===== config.mk =====
export PLATFORM = sky130hd
export DESIGN_NAME = matrix_job_driver_flat
export DESIGN_NICKNAME = d
export VERILOG_FILES = /design/src/rtl/matrix_pkg.sv /design/src/rtl/matrix_job_driver_if.sv /design/src/rtl/matrix_job_driver.sv /design/src/flat_wrapper.sv
export SDC_FILE = /design/constraint.sdc
export NUM_CORES = 1
export LEC_CHECK = 0
export BUFFER_PORTS_ARGS = -buffer_cell sky130_fd_sc_hd__buf_2
export CORE_UTILIZATION = 40
export CTS_BUF_LIST = sky130_fd_sc_hd__clkbuf_2
export DETAILED_ROUTE_END_ITERATION = 10
export RECOVER_POWER = 25
export SETUP_SLACK_MARGIN = 0.15
export SLEW_MARGIN = 20
export SYNTH_ARGS = -nofsm -noshare
export SYNTH_HDL_FRONTEND = slang
export SYNTH_SLANG_ARGS = --single-unit

===== constraint.sdc =====
create_clock -name clk -period 7.8 [get_ports clk]
set_input_delay 1.17 -clock clk [delete_from_list [all_inputs] [get_ports clk]]
set_output_delay 1.17 -clock clk [all_outputs]
set_load 0.03 [all_outputs]

===== src/rtl/matrix_pkg.sv =====
// Shared constants, state encoding and config helpers for matrix_job_driver.
// Holds multiplier address map, start bit, config field positions.
package matrix_pkg;

  localparam int DATA_W_DEF    = 32;
  localparam int ADDR_W_DEF    = 12;
  localparam int A_BASE_DEF    = 2;
  localparam int B_BASE_DEF    = 1026;
  localparam int R_BASE_DEF    = 2050;
  localparam int MAX_WORDS_DEF = 1024;

  localparam int STATUS_ADDR = 0;
  localparam int CONFIG_ADDR = 1;

  localparam logic [31:0] START_BIT = 32'h8000_0000;

  localparam int IDX_W = 11;
  localparam int ST_W  = 4;
  localparam int DIM_W = 8;

  localparam int CFG_RA_LSB = 24;
  localparam int CFG_CA_LSB = 16;
  localparam int CFG_RB_LSB = 8;
  localparam int CFG_CB_LSB = 0;

  localparam logic [ST_W-1:0] S_IDLE    = 4'd0;
  localparam logic [ST_W-1:0] S_CLR     = 4'd1;
  localparam logic [ST_W-1:0] S_CFG     = 4'd2;
  localparam logic [ST_W-1:0] S_LOAD_A  = 4'd3;
  localparam logic [ST_W-1:0] S_LOAD_B  = 4'd4;
  localparam logic [ST_W-1:0] S_START   = 4'd5;
  localparam logic [ST_W-1:0] S_WAIT    = 4'd6;
  localparam logic [ST_W-1:0] S_RD_ADDR = 4'd7;
  localparam logic [ST_W-1:0] S_RD_DATA = 4'd8;
  localparam logic [ST_W-1:0] S_OUT     = 4'd9;
  localparam logic [ST_W-1:0] S_FIN     = 4'd10;

  function automatic logic [DIM_W-1:0] cfg_dim(
    input logic [31:0] cfg,
    input int          lsb
  );
    return cfg[lsb +: DIM_W];
  endfunction

  function automatic logic [15:0] prod_words(
    input logic [DIM_W-1:0] r,
    input logic [DIM_W-1:0] c
  );
    return 16'(r) * 16'(c);
  endfunction

endpackage


===== src/rtl/matrix_job_driver_if.sv =====
// Bundle of job command, operand stream, multiplier memory port and
// result stream. master = driver side, slave = host/multiplier side.
interface matrix_job_driver_if
  import matrix_pkg::*;
#(
  parameter int DATA_W = DATA_W_DEF,
  parameter int ADDR_W = ADDR_W_DEF
);

  logic              cmd_valid;
  logic [31:0]       cmd_config;
  logic              cmd_ready;

  logic [DATA_W-1:0] in_data;
  logic              in_valid;
  logic              in_ready;

  logic [DATA_W-1:0] memory_data_in;
  logic [ADDR_W-1:0] memory_address;
  logic              write_enable;
  logic [DATA_W-1:0] memory_data_out;
  logic              result_ready;

  logic [DATA_W-1:0] out_data;
  logic              out_valid;
  logic              out_ready;
  logic              out_last;

  logic              busy;
  logic              error;

  modport master (
    input  cmd_valid, cmd_config,
    output cmd_ready,
    input  in_data, in_valid,
    output in_ready,
    output memory_data_in, memory_address, write_enable,
    input  memory_data_out, result_ready,
    output out_data, out_valid, out_last,
    input  out_ready,
    output busy, error
  );

  modport slave (
    output cmd_valid, cmd_config,
    input  cmd_ready,
    output in_data, in_valid,
    input  in_ready,
    input  memory_data_in, memory_address, write_enable,
    output memory_data_out, result_ready,
    input  out_data, out_valid, out_last,
    output out_ready,
    input  busy, error
  );

endinterface


===== src/rtl/matrix_job_driver.sv =====
// Job sequencer for the matrix_multiplier memory port: clear, config,
// load A/B, start, wait, read back R, clear. Ports: clk, reset, bus.
// Optional result_ready watchdog enabled by defining MM_TIMEOUT_EN.
module matrix_job_driver
  import matrix_pkg::*;
#(
  parameter int DATA_W    = DATA_W_DEF,
  parameter int ADDR_W    = ADDR_W_DEF,
  parameter int A_BASE    = A_BASE_DEF,
  parameter int B_BASE    = B_BASE_DEF,
  parameter int R_BASE    = R_BASE_DEF,
  parameter int MAX_WORDS = MAX_WORDS_DEF
`ifdef MM_TIMEOUT_EN
  ,
  parameter int TIMEOUT_CYCLES = 65535
`endif
) (
  input logic                clk,
  input logic                reset,
  matrix_job_driver_if.master bus
);

`ifdef MM_TIMEOUT_EN
  localparam int TW = $clog2(TIMEOUT_CYCLES + 1);
  logic [TW-1:0] cnt_q, cnt_d;
`endif

  logic [ST_W-1:0]   state_q, state_d;
  logic [31:0]       cfg_q, cfg_d;
  logic [IDX_W-1:0]  na_q, na_d;
  logic [IDX_W-1:0]  nb_q, nb_d;
  logic [IDX_W-1:0]  nr_q, nr_d;
  logic [IDX_W-1:0]  idx_q, idx_d;
  logic              we_q, we_d;
  logic [ADDR_W-1:0] addr_q, addr_d;
  logic [DATA_W-1:0] wdata_q, wdata_d;
  logic [DATA_W-1:0] odata_q, odata_d;
  logic              ovalid_q, ovalid_d;
  logic              olast_q, olast_d;
  logic              err_q, err_d;

  logic [DIM_W-1:0]  ra, ca, rb, cb;
  logic [15:0]       pa, pb, pr;
  logic              cfg_ok;
  logic              in_rdy;
  logic              in_hs;
  logic [IDX_W-1:0]  idx_nxt;

  always_comb begin
    ra = cfg_dim(bus.cmd_config, CFG_RA_LSB);
    ca = cfg_dim(bus.cmd_config, CFG_CA_LSB);
    rb = cfg_dim(bus.cmd_config, CFG_RB_LSB);
    cb = cfg_dim(bus.cmd_config, CFG_CB_LSB);
    pa = prod_words(ra, ca);
    pb = prod_words(rb, cb);
    pr = prod_words(ra, cb);
    cfg_ok = (ra != '0) && (ca != '0)
          && (rb != '0) && (cb != '0)
          && (ca == rb)
          && (pa <= 16'(MAX_WORDS))
          && (pb <= 16'(MAX_WORDS))
          && (pr <= 16'(MAX_WORDS));
  end

  assign in_rdy  = (state_q == S_LOAD_A)
                || (state_q == S_LOAD_B);
  assign in_hs   = in_rdy && bus.in_valid;
  assign idx_nxt = idx_q + IDX_W'(1);

  // Writes launch at the closing edge of the state that names them,
  // so the bus shows each write during the following cycle. Reads are
  // launched on entry to RD_ADDR so data is back by the end of RD_DATA.
  always_comb begin
    state_d  = state_q;
    cfg_d    = cfg_q;
    na_d     = na_q;
    nb_d     = nb_q;
    nr_d     = nr_q;
    idx_d    = idx_q;
    we_d     = 1'b0;
    addr_d   = addr_q;
    wdata_d  = wdata_q;
    odata_d  = odata_q;
    ovalid_d = ovalid_q;
    olast_d  = olast_q;
    err_d    = 1'b0;
`ifdef MM_TIMEOUT_EN
    cnt_d    = cnt_q;
`endif
    unique case (state_q)
      S_IDLE: begin
        if (bus.cmd_valid) begin
          if (cfg_ok) begin
            state_d = S_CLR;
            cfg_d   = bus.cmd_config;
            na_d    = pa[IDX_W-1:0];
            nb_d    = pb[IDX_W-1:0];
            nr_d    = pr[IDX_W-1:0];
            idx_d   = '0;
          end else begin
            err_d = 1'b1;
          end
        end
      end
      S_CLR: begin
        we_d    = 1'b1;
        addr_d  = ADDR_W'(STATUS_ADDR);
        wdata_d = '0;
        state_d = S_CFG;
      end
      S_CFG: begin
        we_d    = 1'b1;
        addr_d  = ADDR_W'(CONFIG_ADDR);
        wdata_d = DATA_W'(cfg_q);
        state_d = S_LOAD_A;
      end
      S_LOAD_A: begin
        if (in_hs) begin
          we_d    = 1'b1;
          addr_d  = ADDR_W'(A_BASE)
                  + ADDR_W'(idx_q);
          wdata_d = bus.in_data;
          if (idx_q == na_q - IDX_W'(1)) begin
            idx_d   = '0;
            state_d = S_LOAD_B;
          end else begin
            idx_d = idx_nxt;
          end
        end
      end
      S_LOAD_B: begin
        if (in_hs) begin
          we_d    = 1'b1;
          addr_d  = ADDR_W'(B_BASE)
                  + ADDR_W'(idx_q);
          wdata_d = bus.in_data;
          if (idx_q == nb_q - IDX_W'(1)) begin
            idx_d   = '0;
            state_d = S_START;
          end else begin
            idx_d = idx_nxt;
          end
        end
      end
      S_START: begin
        we_d    = 1'b1;
        addr_d  = ADDR_W'(STATUS_ADDR);
        wdata_d = DATA_W'(START_BIT);
        state_d = S_WAIT;
`ifdef MM_TIMEOUT_EN
        cnt_d   = '0;
`endif
      end
      S_WAIT: begin
        if (bus.result_ready) begin
          addr_d  = ADDR_W'(R_BASE)
                  + ADDR_W'(idx_q);
          state_d = S_RD_ADDR;
        end
`ifdef MM_TIMEOUT_EN
        else if (cnt_q == TW'(TIMEOUT_CYCLES - 1)) begin
          err_d   = 1'b1;
          state_d = S_FIN;
        end else begin
          cnt_d = cnt_q + TW'(1);
        end
`endif
      end
      S_RD_ADDR: begin
        state_d = S_RD_DATA;
      end
      S_RD_DATA: begin
        odata_d  = bus.memory_data_out;
        ovalid_d = 1'b1;
        olast_d  = (idx_q == nr_q - IDX_W'(1));
        state_d  = S_OUT;
      end
      S_OUT: begin
        if (bus.out_ready) begin
          ovalid_d = 1'b0;
          olast_d  = 1'b0;
          if (olast_q) begin
            state_d = S_FIN;
          end else begin
            idx_d   = idx_nxt;
            addr_d  = ADDR_W'(R_BASE)
                    + ADDR_W'(idx_nxt);
            state_d = S_RD_ADDR;
          end
        end
      end
      S_FIN: begin
        we_d    = 1'b1;
        addr_d  = ADDR_W'(STATUS_ADDR);
        wdata_d = '0;
        state_d = S_IDLE;
      end
      default: begin
        state_d = S_IDLE;
      end
    endcase
  end

  always_ff @(posedge clk) begin
    if (reset) begin
      state_q  <= S_IDLE;
      cfg_q    <= '0;
      na_q     <= '0;
      nb_q     <= '0;
      nr_q     <= '0;
      idx_q    <= '0;
      we_q     <= 1'b0;
      addr_q   <= '0;
      wdata_q  <= '0;
      odata_q  <= '0;
      ovalid_q <= 1'b0;
      olast_q  <= 1'b0;
      err_q    <= 1'b0;
`ifdef MM_TIMEOUT_EN
      cnt_q    <= '0;
`endif
    end else begin
      state_q  <= state_d;
      cfg_q    <= cfg_d;
      na_q     <= na_d;
      nb_q     <= nb_d;
      nr_q     <= nr_d;
      idx_q    <= idx_d;
      we_q     <= we_d;
      addr_q   <= addr_d;
      wdata_q  <= wdata_d;
      odata_q  <= odata_d;
      ovalid_q <= ovalid_d;
      olast_q  <= olast_d;
      err_q    <= err_d;
`ifdef MM_TIMEOUT_EN
      cnt_q    <= cnt_d;
`endif
    end
  end

  assign bus.cmd_ready      = (state_q == S_IDLE);
  assign bus.busy           = (state_q != S_IDLE);
  assign bus.in_ready       = in_rdy;
  assign bus.write_enable   = we_q;
  assign bus.memory_address = addr_q;
  assign bus.memory_data_in = wdata_q;
  assign bus.out_data       = odata_q;
  assign bus.out_valid      = ovalid_q;
  assign bus.out_last       = olast_q;
  assign bus.error          = err_q;

endmodule

===== src/flat_wrapper.sv =====
// flat-port wrapper written by rule: the top's interface ports become plain ports
module matrix_job_driver_flat import matrix_pkg::*;
#(
  parameter int DATA_W    = DATA_W_DEF,
  parameter int ADDR_W    = ADDR_W_DEF,
  parameter int A_BASE    = A_BASE_DEF,
  parameter int B_BASE    = B_BASE_DEF,
  parameter int R_BASE    = R_BASE_DEF,
  parameter int MAX_WORDS = MAX_WORDS_DEF

)
  (clk, reset, bus_cmd_valid, bus_cmd_config, bus_cmd_ready, bus_in_data, bus_in_valid, bus_in_ready, bus_memory_data_in, bus_memory_address, bus_write_enable, bus_memory_data_out, bus_result_ready, bus_out_data, bus_out_valid, bus_out_last, bus_out_ready, bus_busy, bus_error);
  matrix_job_driver_if #(.DATA_W(DATA_W), .ADDR_W(ADDR_W)) bus_i ();
  input logic clk;
  input logic reset;
  input wire logic [$bits(bus_i.cmd_valid)-1:0] bus_cmd_valid;
  input wire logic [$bits(bus_i.cmd_config)-1:0] bus_cmd_config;
  output wire logic [$bits(bus_i.cmd_ready)-1:0] bus_cmd_ready;
  input wire logic [$bits(bus_i.in_data)-1:0] bus_in_data;
  input wire logic [$bits(bus_i.in_valid)-1:0] bus_in_valid;
  output wire logic [$bits(bus_i.in_ready)-1:0] bus_in_ready;
  output wire logic [$bits(bus_i.memory_data_in)-1:0] bus_memory_data_in;
  output wire logic [$bits(bus_i.memory_address)-1:0] bus_memory_address;
  output wire logic [$bits(bus_i.write_enable)-1:0] bus_write_enable;
  input wire logic [$bits(bus_i.memory_data_out)-1:0] bus_memory_data_out;
  input wire logic [$bits(bus_i.result_ready)-1:0] bus_result_ready;
  output wire logic [$bits(bus_i.out_data)-1:0] bus_out_data;
  output wire logic [$bits(bus_i.out_valid)-1:0] bus_out_valid;
  output wire logic [$bits(bus_i.out_last)-1:0] bus_out_last;
  input wire logic [$bits(bus_i.out_ready)-1:0] bus_out_ready;
  output wire logic [$bits(bus_i.busy)-1:0] bus_busy;
  output wire logic [$bits(bus_i.error)-1:0] bus_error;
  assign bus_i.cmd_valid = bus_cmd_valid;
  assign bus_i.cmd_config = bus_cmd_config;
  assign bus_cmd_ready = bus_i.cmd_ready;
  assign bus_i.in_data = bus_in_data;
  assign bus_i.in_valid = bus_in_valid;
  assign bus_in_ready = bus_i.in_ready;
  assign bus_memory_data_in = bus_i.memory_data_in;
  assign bus_memory_address = bus_i.memory_address;
  assign bus_write_enable = bus_i.write_enable;
  assign bus_i.memory_data_out = bus_memory_data_out;
  assign bus_i.result_ready = bus_result_ready;
  assign bus_out_data = bus_i.out_data;
  assign bus_out_valid = bus_i.out_valid;
  assign bus_out_last = bus_i.out_last;
  assign bus_i.out_ready = bus_out_ready;
  assign bus_busy = bus_i.busy;
  assign bus_error = bus_i.error;
  matrix_job_driver #(.DATA_W(DATA_W), .ADDR_W(ADDR_W), .A_BASE(A_BASE), .B_BASE(B_BASE), .R_BASE(R_BASE), .MAX_WORDS(MAX_WORDS)) u_core (.clk(clk), .reset(reset), .bus(bus_i));
endmodule

After elaboration in Yosys (flattened, before gate mapping):

Cells that the tools add are included.

* bits in registers: 160
* input port bits: 102
* output and inout port bits: 83

* add/sub/neg operators: 8
* $mul: 3
* order comparisons: 3
* eq/ne operators: 24
* multiplexer cells: 33
* bitwise logic cells: 2
* reduce and logical (&&, ||, !) cells: 30

Operator list (count)
* 32-bit one-hot mux with 4 select lines: 1
* 11-bit 2-to-1 mux: 8
* 12-bit one-hot mux with 6 select lines: 1
* 12-bit 2-to-1 mux: 5
* 16-bit by 11-bit less-or-equal comparator with 1-bit output (second input constant): 3
* 8-bit by 8-bit multiplier with 16-bit output: 3
* 11-bit one-hot mux with 4 select lines: 1
* 4-bit one-hot mux with 10 select lines: 1
* 4-bit 2-to-1 mux: 9
* 11-bit == test: 3
* 11-bit by 1-bit subtractor with 11-bit output (second input constant): 3
* 32-bit 2-to-1 mux: 1
* 8-bit nonzero test: 4
* 12-bit by 11-bit adder with 12-bit output (first input constant): 2
* 4-bit by 3-bit == test with 1-bit output (second input constant): 4
* 11-bit by 11-bit adder with 12-bit output (first input constant): 1
* 2-bit by 11-bit adder with 12-bit output (first input constant): 1
* 4-bit == test (second input constant): 3
* 2-bit != test (second input constant): 6
* 4-bit nonzero test: 3
* 11-bit by 1-bit adder with 11-bit output (second input constant): 1
* 4-bit by 2-bit == test with 1-bit output (second input constant): 2
* 8-bit == test: 1
* 1-bit logical AND: 8
* other kinds (17): 28

Longest topological paths before layout:

Gate-level depths: netlist of the first run.

* depth in word-level cells: 11
* depth in mapped cells: 26
* depth with buffers taken out: 20

Worst setup path before layout of the first run:

Ideal clock, no wire load.

* path type: input to register
* start: input port bus_cmd_config[6]
* end: register u_core.cfg_q[10]
* setup time: 0.128 ns
* data arrival time: 6.282 ns
* path slack: 1.390 ns
* stages on the path: 23
* buffers on the path: 5
* path through: clkbuf_1 -> clkbuf_1 -> and2_1 -> fa_1 -> fa_1 -> fa_1 -> inv_1 -> fa_1 -> inv_1 -> ha_1 -> and2_1 -> o2111a_1 -> or4_1 -> nand3_1 -> nand3_1 -> nor4_1 -> nand4_1 -> nor4_1 -> buf_2 -> buf_6 -> buf_6 -> mux2i_1 -> nor2_1

* cells in the longest elaborated chain, start to end: 7

RTL lines
* start: declaration: RTL line flat_wrapper.sv:17 `input wire logic [$bits(bus_i.cmd_config)-1:0] bus_cmd_config;`
* parallel branches: the longest is 5 deep, another holds 8-bit by 8-bit multiplier with 16-bit output
* 1-bit logical AND *: RTL line matrix_job_driver.sv:62 `&& (pr <= 16'(MAX_WORDS));`
* 3-bit AND reduction (no source line) *
* end signal: assignment: RTL line matrix_job_driver.sv:224 `cfg_q <= cfg_d;`
* end: declaration: RTL line matrix_job_driver.sv:29 `logic [31:0] cfg_q, cfg_d;`

Every way passes the cells marked *.
A chain may end at the register's enable or synchronous reset.

Worst setup path in the final report of the first run:

* start: input port bus_cmd_config[29]
* end: register u_core.nb_q[0]

* cells in the longest elaborated chain, start to end: 9

RTL lines
* parallel branches: the longest is 7 deep, another holds 8-bit by 8-bit multiplier with 16-bit output
* 1-bit logical AND *: RTL line matrix_job_driver.sv:62
* 3-bit AND reduction (no source line) *
* end signal: assignment: RTL line matrix_job_driver.sv:226 `nb_q <= nb_d;`
* end: declaration: RTL line matrix_job_driver.sv:31 `logic [IDX_W-1:0] nb_q, nb_d;`

Marks and branches as above.

==> flow_metrics.py, run 1 <==
metrics = {
    "final_layout": {
        "area_growth_pct": 9.53,
        "register_area_sq_um": 3200,
        "stdcell_area_sq_um": 16200,
        "multi_input_area_sq_um": 10400,
        "drive_above_1_share": 0.113,
        "fin_nets": 2258,
        "fillers": 3726,
    },
    "routing": {
        "ant_nets": 0,
        "drt-total-wl_microns": 39700,
        "drc": 0,
        "wl_per_cell_microns": 16.4,
        "firstDrtPassIters": 6,
        "drt-vias-per-instance": 5.38,
        "drt-initial-drc-count": 975,
        "vias": 13000,
    },
    "timing": {
        "fin_setup_tns_ns": 0,
        "setup_viol": 0,
        "min_period_ns": 6.32,
        "fin_skew_ns": 0.0544,
        "slew_viol_final": 0,
        "fmax_mhz": 158,
        "rsz0062_at_grt": "false",
        "layout_setup_ws_ns": 1.48,
        "relSlewSlack": 0.00799,
        "hold_viol": 0,
        "hold_ws_ns": 0.469,
        "fin_crit_sh": 0.810,
        "tightest_slew_ns": 1.49,
    },
    "synth": {
        "synth_fp_nets": 2150,
        "synth.top_cell.area_share": 0.216,
        "netlist_instances": 1825,
        "yosysTopAreaCell": "dfxtp_1",
        "synth.most_common_cell": "inv_1",
        "synthesis.area_sq_um": 14800,
        "synthArstFlopShare": 0,
        "ys_seq_area_frac": 0.216,
        "synth_cell_types": 68,
        "avgSynthCellArea_sq_um": 8.12,
        "synth_warnings": 0,
        "synth_area_leaders": "dfxtp_1, fa_1, ha_1, and2_1, inv_1",
        "ys_top_cells_by_count": "inv_1, nand2_1, nor2_1",
        "synth_seq_cells": 160,
        "synth_edf_count": 0,
        "ys_dominant_reg_cell": "dfxtp_1",
    },
    "critical_path": {
        "cpPeakStageDelay_ns": 0.56,
        "cp_cell_sequence": "buf_2 -> and2_1 -> fa_1 -> inv_1 -> fa_1 -> fa_1 -> fa_1 -> inv_1 -> ha_1 -> o21ai_0 -> a21oi_1 -> or4b_1 -> nand4_1 -> or4_1 -> a22oi_1 -> nand4_1 -> nor4_2 -> buf_12 -> mux2_2 -> nor2_1",
        "worstRegToRegCells": 11,
        "timing.rr.start": "u_core.idx_q[2]$_SDFFE_PP0P_",
        "cp_common_cell": "fa_1",
        "crit_start": "bus_cmd_config[29]",
        "crit_arrival_ns": 7.00,
        "r2r_end": "u_core.bus.memory_address[10]$_SDFFE_PP0P_",
        "end_kind": "flop",
        "critPathSlowestCell": "or4_1",
        "critPathRequiredTime_ns": 8.48,
        "ff2ff_setup_slack_ns": 4.01,
        "crit_type": "in -> reg",
        "worstSetupStartpointType": "primary input",
        "critPathMaxFanout": 69,
    },
    "power": {
        "p_per_area_nw_per_um2": 218,
        "vdd_drop_max_mv": 0.101,
        "leakagePower_nw": 6.95,
    },
    "placed_design": {
        "place_hpwl_microns": 29500,
        "pre_cts_slack_ns": 0.697,
        "gp_congestion": 0.952,
        "placed_area_sq_um": 16000,
        "port-buffer-count": 184,
    },
    "worst_hold_path": {
        "hold_path.class": "reg -> reg",
        "min_to": "u_core.bus.out_data[13]$_SDFFE_PP0P_",
        "min_from": "u_core.bus.out_data[13]$_SDFFE_PP0P_",
        "worstHoldPathCells": 2,
    },
    "grt": {
        "grt_pass1_wl_microns": 64500,
        "grt_overflow": 0,
        "grt_max_degree": 97,
        "first_global_vias": 12500,
        "grt_usage": 0.210,
        "antenna_found_initial": 2,
    },
    "clocking": {
        "worstSkewPairLatency_ns": 0.78,
        "cts_hold_buf": 0,
        "path_clk_slew_ns": 0.28,
        "h-tree-depth": 4,
        "cts_made_buffers": 17,
        "cts_resized": 0,
        "clkSinkCount": 160,
        "root_buffer": "clkbuf_2",
        "cts_tree": "done",
        "post_cts_buffers": 0,
        "clk_path_buf_depth": 2,
    },
    "floorplan": {
        "ioPinCount": 185,
        "core_area_sq_um": 36500,
        "initial_core_util": 0.406,
        "num_rows": 70,
        "chipWidth_microns": 194,
        "dieArea_sq_um": 37800,
        "die_height_microns": 194,
    },
    "job": {
        "cap_violations": 0,
    },
    "status": {
        "status": "completed",
    },
}
## flip-flops by register name (all words and copies together), names as in the netlist
name	flops
u_core.cfg_q	32
u_core.state_q	4
u_core.idx_q	11
u_core.bus.memory_data_in	32
u_core.bus.out_data	32
u_core.bus.out_last	1
u_core.nr_q	11
u_core.na_q	11
u_core.bus.out_valid	1
u_core.bus.memory_address	12
u_core.bus.error	1
u_core.nb_q	11
u_core.bus.write_enable	1
## critical path: cells and delay by family
family	cells	cell delay (ns)
AOI/OAI and AO/OA	3	0.66
adders and majority gates	5	2.37
buffers and inverters	4	0.74
muxes	1	0.39
and+or+nand+nor	7	1.60
## routing by layer
layer	part of all wire	vias up	track usage
li1	-	6329	-
met1	0.47	6235	0.289
met2	0.45	372	0.341
met3	0.048	61	0.0290
met4	0.024	0	0.0661
met5	0	-	0
## layout make-up
class / count / area share
sequential: 160 / 0.197
antenna: 2 / 0.000308
inverter: 202 / 0.0467
tap: 468 / 0.0361
clock buffer: 17 / 0.00524
clock inverter: 15 / 0.00994
timing repair buffer: 198 / 0.0621
multi-input combinational: 1354 / 0.642
## cell families (layout without fill, tap and decap cells)
kind of cell,after synthesis,count (layout),synth area share
AOI/OAI and AO/OA,283,283,0.127
xor gates and xnor gates,98,98,0.0579
adders and majority gates,223,223,0.243
buffers and inverters,311,432,0.0813
other,0,2,0
and+or+nand+nor,683,683,0.229
DFF,160,160,0.216
muxes,67,67,0.0454
## cells in the final DEF (no fill, tap or decap), types with 25 or more instances in the layout
master and n:
a22oi_1 33, nand3_1 32, ha_1 115, inv_1 202, nor3_1 39, fa_1 108
buf_2 159, a21oi_1 90, nor2_1 171, mux2i_1 65, xnor2_1 62, o21ai_0 25
and2_1 141, dfxtp_1 160, nand2_1 180, a211oi_1 45, clkbuf_1 25, xor2_1 36
## worst max-delay path by stage
stage / end / slack, ns
2_1_floorplan: u_core.cfg_q[10]$_SDFFE_PP0P_ / 1.39
3_3_place_gp: u_core.nb_q[0]$_SDFFE_PP0P_ / 0.80
3_5_place_dp: u_core.nr_q[0]$_SDFFE_PP0P_ / 0.70
4_1_cts: u_core.nb_q[0]$_SDFFE_PP0P_ / 1.52
5_1_grt: u_core.nb_q[0]$_SDFFE_PP0P_ / 1.24
6_report: u_core.nb_q[0]$_SDFFE_PP0P_ / 1.48
## metrics by stage
stage | cells | utilization | total power [mW]
floorplan | 1825 | - | 2.55
detailed placement | 2382 | 0.439 | 3.08
CTS | 2414 | 0.445 | 3.57
global route | 2416 | 0.444 | 3.86
global placement | 2382 | 0.439 | 3.06
finish | 2416 | 0.444 | 3.54
## power by group
group,internal (mW),switching [mW]
sequential,0.919,0.0585
combinational,0.770,1.32
clock,0.108,0.362
(Power assumes the default switching activity.)
==> run 2, diff against run 1 <==
- clock period: 7.8 -> 5.5 ns (I/O delays scaled with it)
==> run 2 against run 1 <==
Compared with the run above:
- the flow now finishes with violations (negative setup slack)
- global-route usage up 1.2 points
- register-to-register slack worse by 2.3 ns
- sequential power increased by 42%
- cell count grew 8.5%
==> flow_metrics.py, run 2 (synthesis gave the netlist of run 1 again) <==
metrics = {
    "worst_hold_path": {
        "min_to": "u_core.bus.out_data[13]$_SDFFE_PP0P_",
        "hold_path.class": "in -> reg",
        "min_from": "bus_memory_data_out[13]",
        "worstHoldPathCells": 3,
    },
    "final_layout": {
        "final_cell_mix": "buf_4, inv_1, nand2_1",
        "area_growth_pct": 24.2,
        "fillers": 3581,
        "utilization": 0.504,
        "fin_nets": 2463,
        "drive_above_1_share": 0.225,
        "final_common_cell": "buf_4",
    },
    "floorplan": {
        "ioPinCount": 185,
        "num_rows": 70,
        "initial_core_util": 0.406,
        "die_height_microns": 194,
        "chipWidth_microns": 194,
        "dieArea_sq_um": 37800,
        "core_area_sq_um": 36500,
    },
    "timing": {
        "fin_skew_ns": 0.0479,
        "hold_ws_ns": 0.249,
        "layout_setup_ws_ns": -0.00548,
        "fin_crit_sh": 1.00,
        "fmax_mhz": 182,
        "relSlewSlack": 0.0112,
        "tightest_slew_ns": 1.48,
        "rsz0062_at_grt": "true",
        "slew_viol_final": 0,
        "hold_viol": 0,
        "min_period_ns": 5.51,
        "setup_viol": 1,
    },
    "critical_path": {
        "critPathMaxFanout": 6,
        "end_kind": "flop",
        "worstSetupStartpointType": "primary input",
        "timing.rr.start": "u_core.state_q[0]$_SDFFE_PP0P_",
        "crit_arrival_ns": 6.13,
        "r2r_end": "u_core.bus.memory_address[10]$_SDFFE_PP0P_",
        "ff2ff_setup_slack_ns": 1.69,
        "crit_type": "in -> reg",
        "critPathRequiredTime_ns": 6.13,
        "worstRegToRegCells": 11,
    },
    "clocking": {
        "clkSinkCount": 160,
        "cts_made_buffers": 17,
        "cts_tree": "done",
        "worstSkewPairLatency_ns": 0.77,
        "root_buffer": "clkbuf_2",
        "cts_hold_buf": 0,
        "h-tree-depth": 4,
        "clk_path_buf_depth": 2,
        "path_clk_slew_ns": 0.29,
    },
    "grt": {
        "grt_usage": 0.223,
        "first_global_vias": 13200,
        "grt_overflow": 0,
        "antenna_found_initial": 4,
        "grt_max_degree": 83,
        "grt_pass1_wl_microns": 68800,
    },
    "status": {
        "violations": "negative setup slack",
        "status": "finished, violations left",
    },
    "routing": {
        "drt-total-wl_microns": 42200,
        "drc": 0,
        "wl_per_cell_microns": 16.1,
        "firstDrtPassIters": 10,
        "ant_nets": 0,
        "drt-initial-drc-count": 799,
        "drt-vias-per-instance": 5.20,
        "vias": 13600,
    },
    "placed_design": {
        "place_hpwl_microns": 33000,
        "gp_congestion": 0.942,
        "port-buffer-count": 184,
    },
    "power": {
        "vdd_drop_max_mv": 0.200,
        "leakagePower_nw": 8.07,
        "p_per_area_nw_per_um2": 343,
    },
    "job": {
        "cap_violations": 0,
    },
}
-- run 2: repair_timing --
action	4_1_cts	5_1_grt
setup buffers	2	11
gates resized for setup	18	50
gates cloned	3	2
endpoints found under the setup margin	51	70
pin swaps	1	26
-- run 2: through the flow --
| step | cell area (sq um) | cells | setup TNS, ns | setup slack, ns | power (mW) |
|---|---|---|---|---|---|
| floorplan | 15100 | 1825 | -8.84 | -0.218 | 3.83 |
| finish | 18400 | 2622 | -0.00548 | -0.00548 | 6.32 |
| CTS | 18100 | 2606 | 0 | 0.101 | 6.23 |
| detailed placement | 17700 | 2569 | -55.04 | -0.802 | 5.48 |
| global route | 18400 | 2622 | -7.62 | -0.177 | 6.85 |
| global placement | 17700 | 2569 | -52.78 | -0.770 | 5.43 |
-- run 2: layout make-up --
type	count	area, sq um	share of cell area
well taps	468	586	0.0318
multi-input cells	1354	10800	0.586
diodes	3	7.51	0.000408
clock inverters	15	185	0.0101
repair buffers	403	2790	0.152
flip-flops and latches	160	3200	0.174
clock buffers	17	85.1	0.00462
inverters	202	758	0.0412
-- run 2: where the power goes --
part           internal [mW]  switching [mW]  total [mW]
sequential              1.30          0.0885        1.39
clock                  0.197           0.503       0.700
combinational           1.96            2.27        4.23
total                   3.46            2.86        6.32
-- run 2: layer usage --
metal / track usage / wire [microns] / share of wire / up-vias
met5: 0 / 0 / 0 / -
met4: 0.0444 / 595 / 0.014 / 0
met3: 0.0231 / 1810 / 0.043 / 43
met2: 0.369 / 19600 / 0.46 / 352
met1: 0.313 / 20200 / 0.48 / 6530
li1: - / - / - / 6718
-- run 2: worst max-delay path by stage --
stage	start	depth (start not counted)	slack (ns)	end
floorplan	bus_cmd_config[13]	24	-0.22	u_core.cfg_q[10]$_SDFFE_PP0P_
global placement	bus_cmd_config[3]	24	-0.77	u_core.cfg_q[29]$_SDFFE_PP0P_
detailed placement	bus_cmd_config[3]	24	-0.80	u_core.cfg_q[19]$_SDFFE_PP0P_
CTS	bus_cmd_config[2]	22	0.10	u_core.na_q[4]$_SDFFE_PP0P_
global route	bus_cmd_config[3]	24	-0.18	u_core.na_q[8]$_SDFFE_PP0P_
finish	bus_cmd_config[3]	24	-0.005	u_core.na_q[8]$_SDFFE_PP0P_
-- run 2: worst max-delay path: stages --
cell and delay, ns:
buf_8 0.11, buf_6 0.11, and2_4 0.15, fa_1 0.55, fa_1 0.45, fa_1 0.53
inv_2 0.04, fa_1 0.51, inv_2 0.05, ha_4 0.23, and2_4 0.13, o2111a_1 0.28
buf_6 0.13, o31ai_4 0.16, nand2b_1 0.12, xor2_2 0.18, nor4_4 0.35, nand4_1 0.18
nor4_2 0.29, buf_4 0.23, buf_8 0.15, buf_16 0.13, mux2i_1 0.20, nor2_1 0.05
==> run 3, diff against run 2 <==
- CORE_UTILIZATION: 40 -> 50
- PLACE_DENSITY: not set -> 0.73
==> run 3 against run 2 <==
Compared with the run above:
- the flow finishes with violations (max-capacitance violations, max-slew violations)
- design area is 0.49% lower
- clock power is 5.0% lower
- count of clock-buffer cells in the layout stayed put
- core utilization is 13 points higher
- die area is 20% lower
- non-clock buffer count is 3 lower
- critical path depth is 1 lower
- clock skew is 0.0039 ns lower
- critical path type unchanged
- critical endpoint is now u_core.na_q[2]$_SDFFE_PP0P_
- largest cell class unchanged
- largest power group unchanged
==> flow_metrics.py, run 3 (synthesis gave the netlist of run 1 again) <==
metrics = {
    "routing": {
        "vias": 13900,
        "ant_nets": 0,
        "firstDrtPassIters": 6,
        "drt-total-wl_microns": 41800,
        "drc": 0,
        "wl_per_cell_microns": 16.5,
        "drt-initial-drc-count": 1022,
        "drt-vias-per-instance": 5.47,
    },
    "critical_path": {
        "crit_arrival_ns": 6.04,
        "end_kind": "flop",
        "cpPeakStageDelay_ns": 0.55,
        "critPathMaxFanout": 9,
        "crit_buf_inv": 7,
        "worstSetupStartpointType": "primary input",
        "cp_cell_sequence": "buf_12 -> and2_4 -> fa_1 -> inv_2 -> fa_1 -> inv_2 -> fa_1 -> inv_2 -> fa_1 -> inv_2 -> ha_4 -> nand2_4 -> a211oi_4 -> nor2_1 -> xnor2_1 -> or3_1 -> a22oi_2 -> nand4_1 -> nor4_4 -> buf_6 -> clkbuf_16 -> mux2i_1 -> nor2_1",
        "cp_top_family": "adder cells",
        "crit_type": "in -> reg",
        "critPathSlowestCell": "fa_1",
        "critPathRequiredTime_ns": 6.16,
    },
    "clocking": {
        "clk_path_buf_depth": 2,
        "cts_made_buffers": 17,
        "path_clk_slew_ns": 0.30,
        "h-tree-depth": 4,
        "clkSinkCount": 160,
        "cts_tree": "done",
        "cts_hold_buf": 0,
        "worstSkewPairLatency_ns": 0.80,
        "root_buffer": "clkbuf_2",
    },
    "timing": {
        "rsz0062_at_grt": "true",
        "fin_crit_sh": 0.979,
        "fmax_mhz": 186,
        "fin_skew_ns": 0.0440,
        "tightest_slew_ns": 1.51,
        "setup_viol": 0,
        "min_period_ns": 5.38,
        "layout_setup_ws_ns": 0.115,
        "relSlewSlack": -0.00555,
        "hold_ws_ns": 0.202,
        "hold_viol": 0,
        "slew_viol_final": 34,
    },
    "grt": {
        "grt_overflow": 0,
        "grt_max_degree": 90,
        "grt_pass1_wl_microns": 65800,
        "first_global_vias": 13200,
        "grt_usage": 0.266,
        "antenna_found_initial": 1,
    },
    "status": {
        "violations": "max-capacitance violations, max-slew violations",
        "status": "finished, violations left",
    },
    "floorplan": {
        "initial_core_util": 0.512,
        "ioPinCount": 185,
        "dieArea_sq_um": 30300,
        "die_height_microns": 174,
        "core_area_sq_um": 28900,
        "num_rows": 62,
        "chipWidth_microns": 174,
    },
    "power": {
        "vdd_drop_max_mv": 0.202,
        "p_per_area_nw_per_um2": 344,
        "leakagePower_nw": 8.07,
    },
    "job": {
        "cap_violations": 1,
    },
    "final_layout": {
        "fin_nets": 2460,
        "area_growth_pct": 23.6,
        "register_area_sq_um": 3200,
        "final_common_cell": "buf_4",
        "drive_above_1_share": 0.223,
        "multi_input_area_sq_um": 10800,
        "final_cell_mix": "buf_4, inv_1, nand2_1",
        "fillers": 2457,
    },
    "placed_design": {
        "gp_congestion": 0.896,
        "pre_cts_slack_ns": -0.898,
        "port-buffer-count": 184,
        "place_hpwl_microns": 31800,
    },
    "worst_hold_path": {
        "hold_path.class": "in -> reg",
    },
}
==> run 3: metal layers <==
layer | wire (microns) | vias up | track usage
met3 | 1940 | 50 | 0.0278
li1 | - | 6725 | -
met1 | 18800 | 6671 | 0.364
met5 | 0 | - | 0
met2 | 20400 | 414 | 0.448
met4 | 632 | 0 | 0.0647
==> run 3: path summary, 6_finish.rpt <==
path	start	endpoint	slack (ns)	cells after the start
min reg2reg	u_core.bus.out_data[22]$_SDFFE_PP0P_	u_core.bus.out_data[22]$_SDFFE_PP0P_	0.47	2
max reg2reg	u_core.state_q[0]$_SDFFE_PP0P_	u_core.bus.memory_address[10]$_SDFFE_PP0P_	1.72	10
min	bus_memory_data_out[11]	u_core.bus.out_data[11]$_SDFFE_PP0P_	0.20	3
max	bus_cmd_config[2]	u_core.na_q[2]$_SDFFE_PP0P_	0.12	23
==> run 3: layout make-up <==
cell class	count	share of cell area
antenna	1	0.000137
clock buffer	17	0.00465
clock inverter	15	0.00895
timing repair buffer	400	0.153
inverter	202	0.0414
sequential	160	0.175
multi-input combinational	1354	0.591
tap	384	0.0262
==> run 3: worst reg2reg max path: stages (launching register included) <==
cell and delay (ns):
dfxtp_1 0.96, nand4bb_1 0.67, nor2_1 0.37, nand3_1 0.10, o21ai_0 0.20, or4b_2 0.64
nor2_1 0.15, nand2_1 0.08, xnor2_1 0.15, a221oi_1 0.26, nor2_1 0.06
==> run 3: what timing repair did <==
action / in CTS / in global routing
pin swaps: 1 / 25
setup buffers: 0 / 6
cloned: 0 / 10
setup endpoints to repair: 64 / 77
gates resized for setup: 5 / 81
==> run 3: stage by stage <==
| stage | area [sq um] | setup TNS [ns] | utilization | total power, mW | std cells |
|---|---|---|---|---|---|
| 2_1_floorplan | 15100 | -8.84 | - | 3.83 | 1825 |
| 3_3_place_gp | 17500 | -56.45 | 0.606 | 5.35 | 2484 |
| 3_5_place_dp | 17500 | -60.15 | 0.606 | 5.42 | 2484 |
| 4_1_cts | 17800 | 0 | 0.616 | 6.10 | 2516 |
| 5_1_grt | 18300 | -0.0403 | 0.633 | 6.75 | 2533 |
| 6_report | 18300 | 0 | 0.633 | 6.30 | 2533 |
==> run 3: report_power, final <==
part	total (mW)	internal, mW	switching [mW]
combinational	4.24	1.95	2.29
clock	0.665	0.154	0.511
sequential	1.39	1.30	0.0863
total	6.30	3.41	2.89
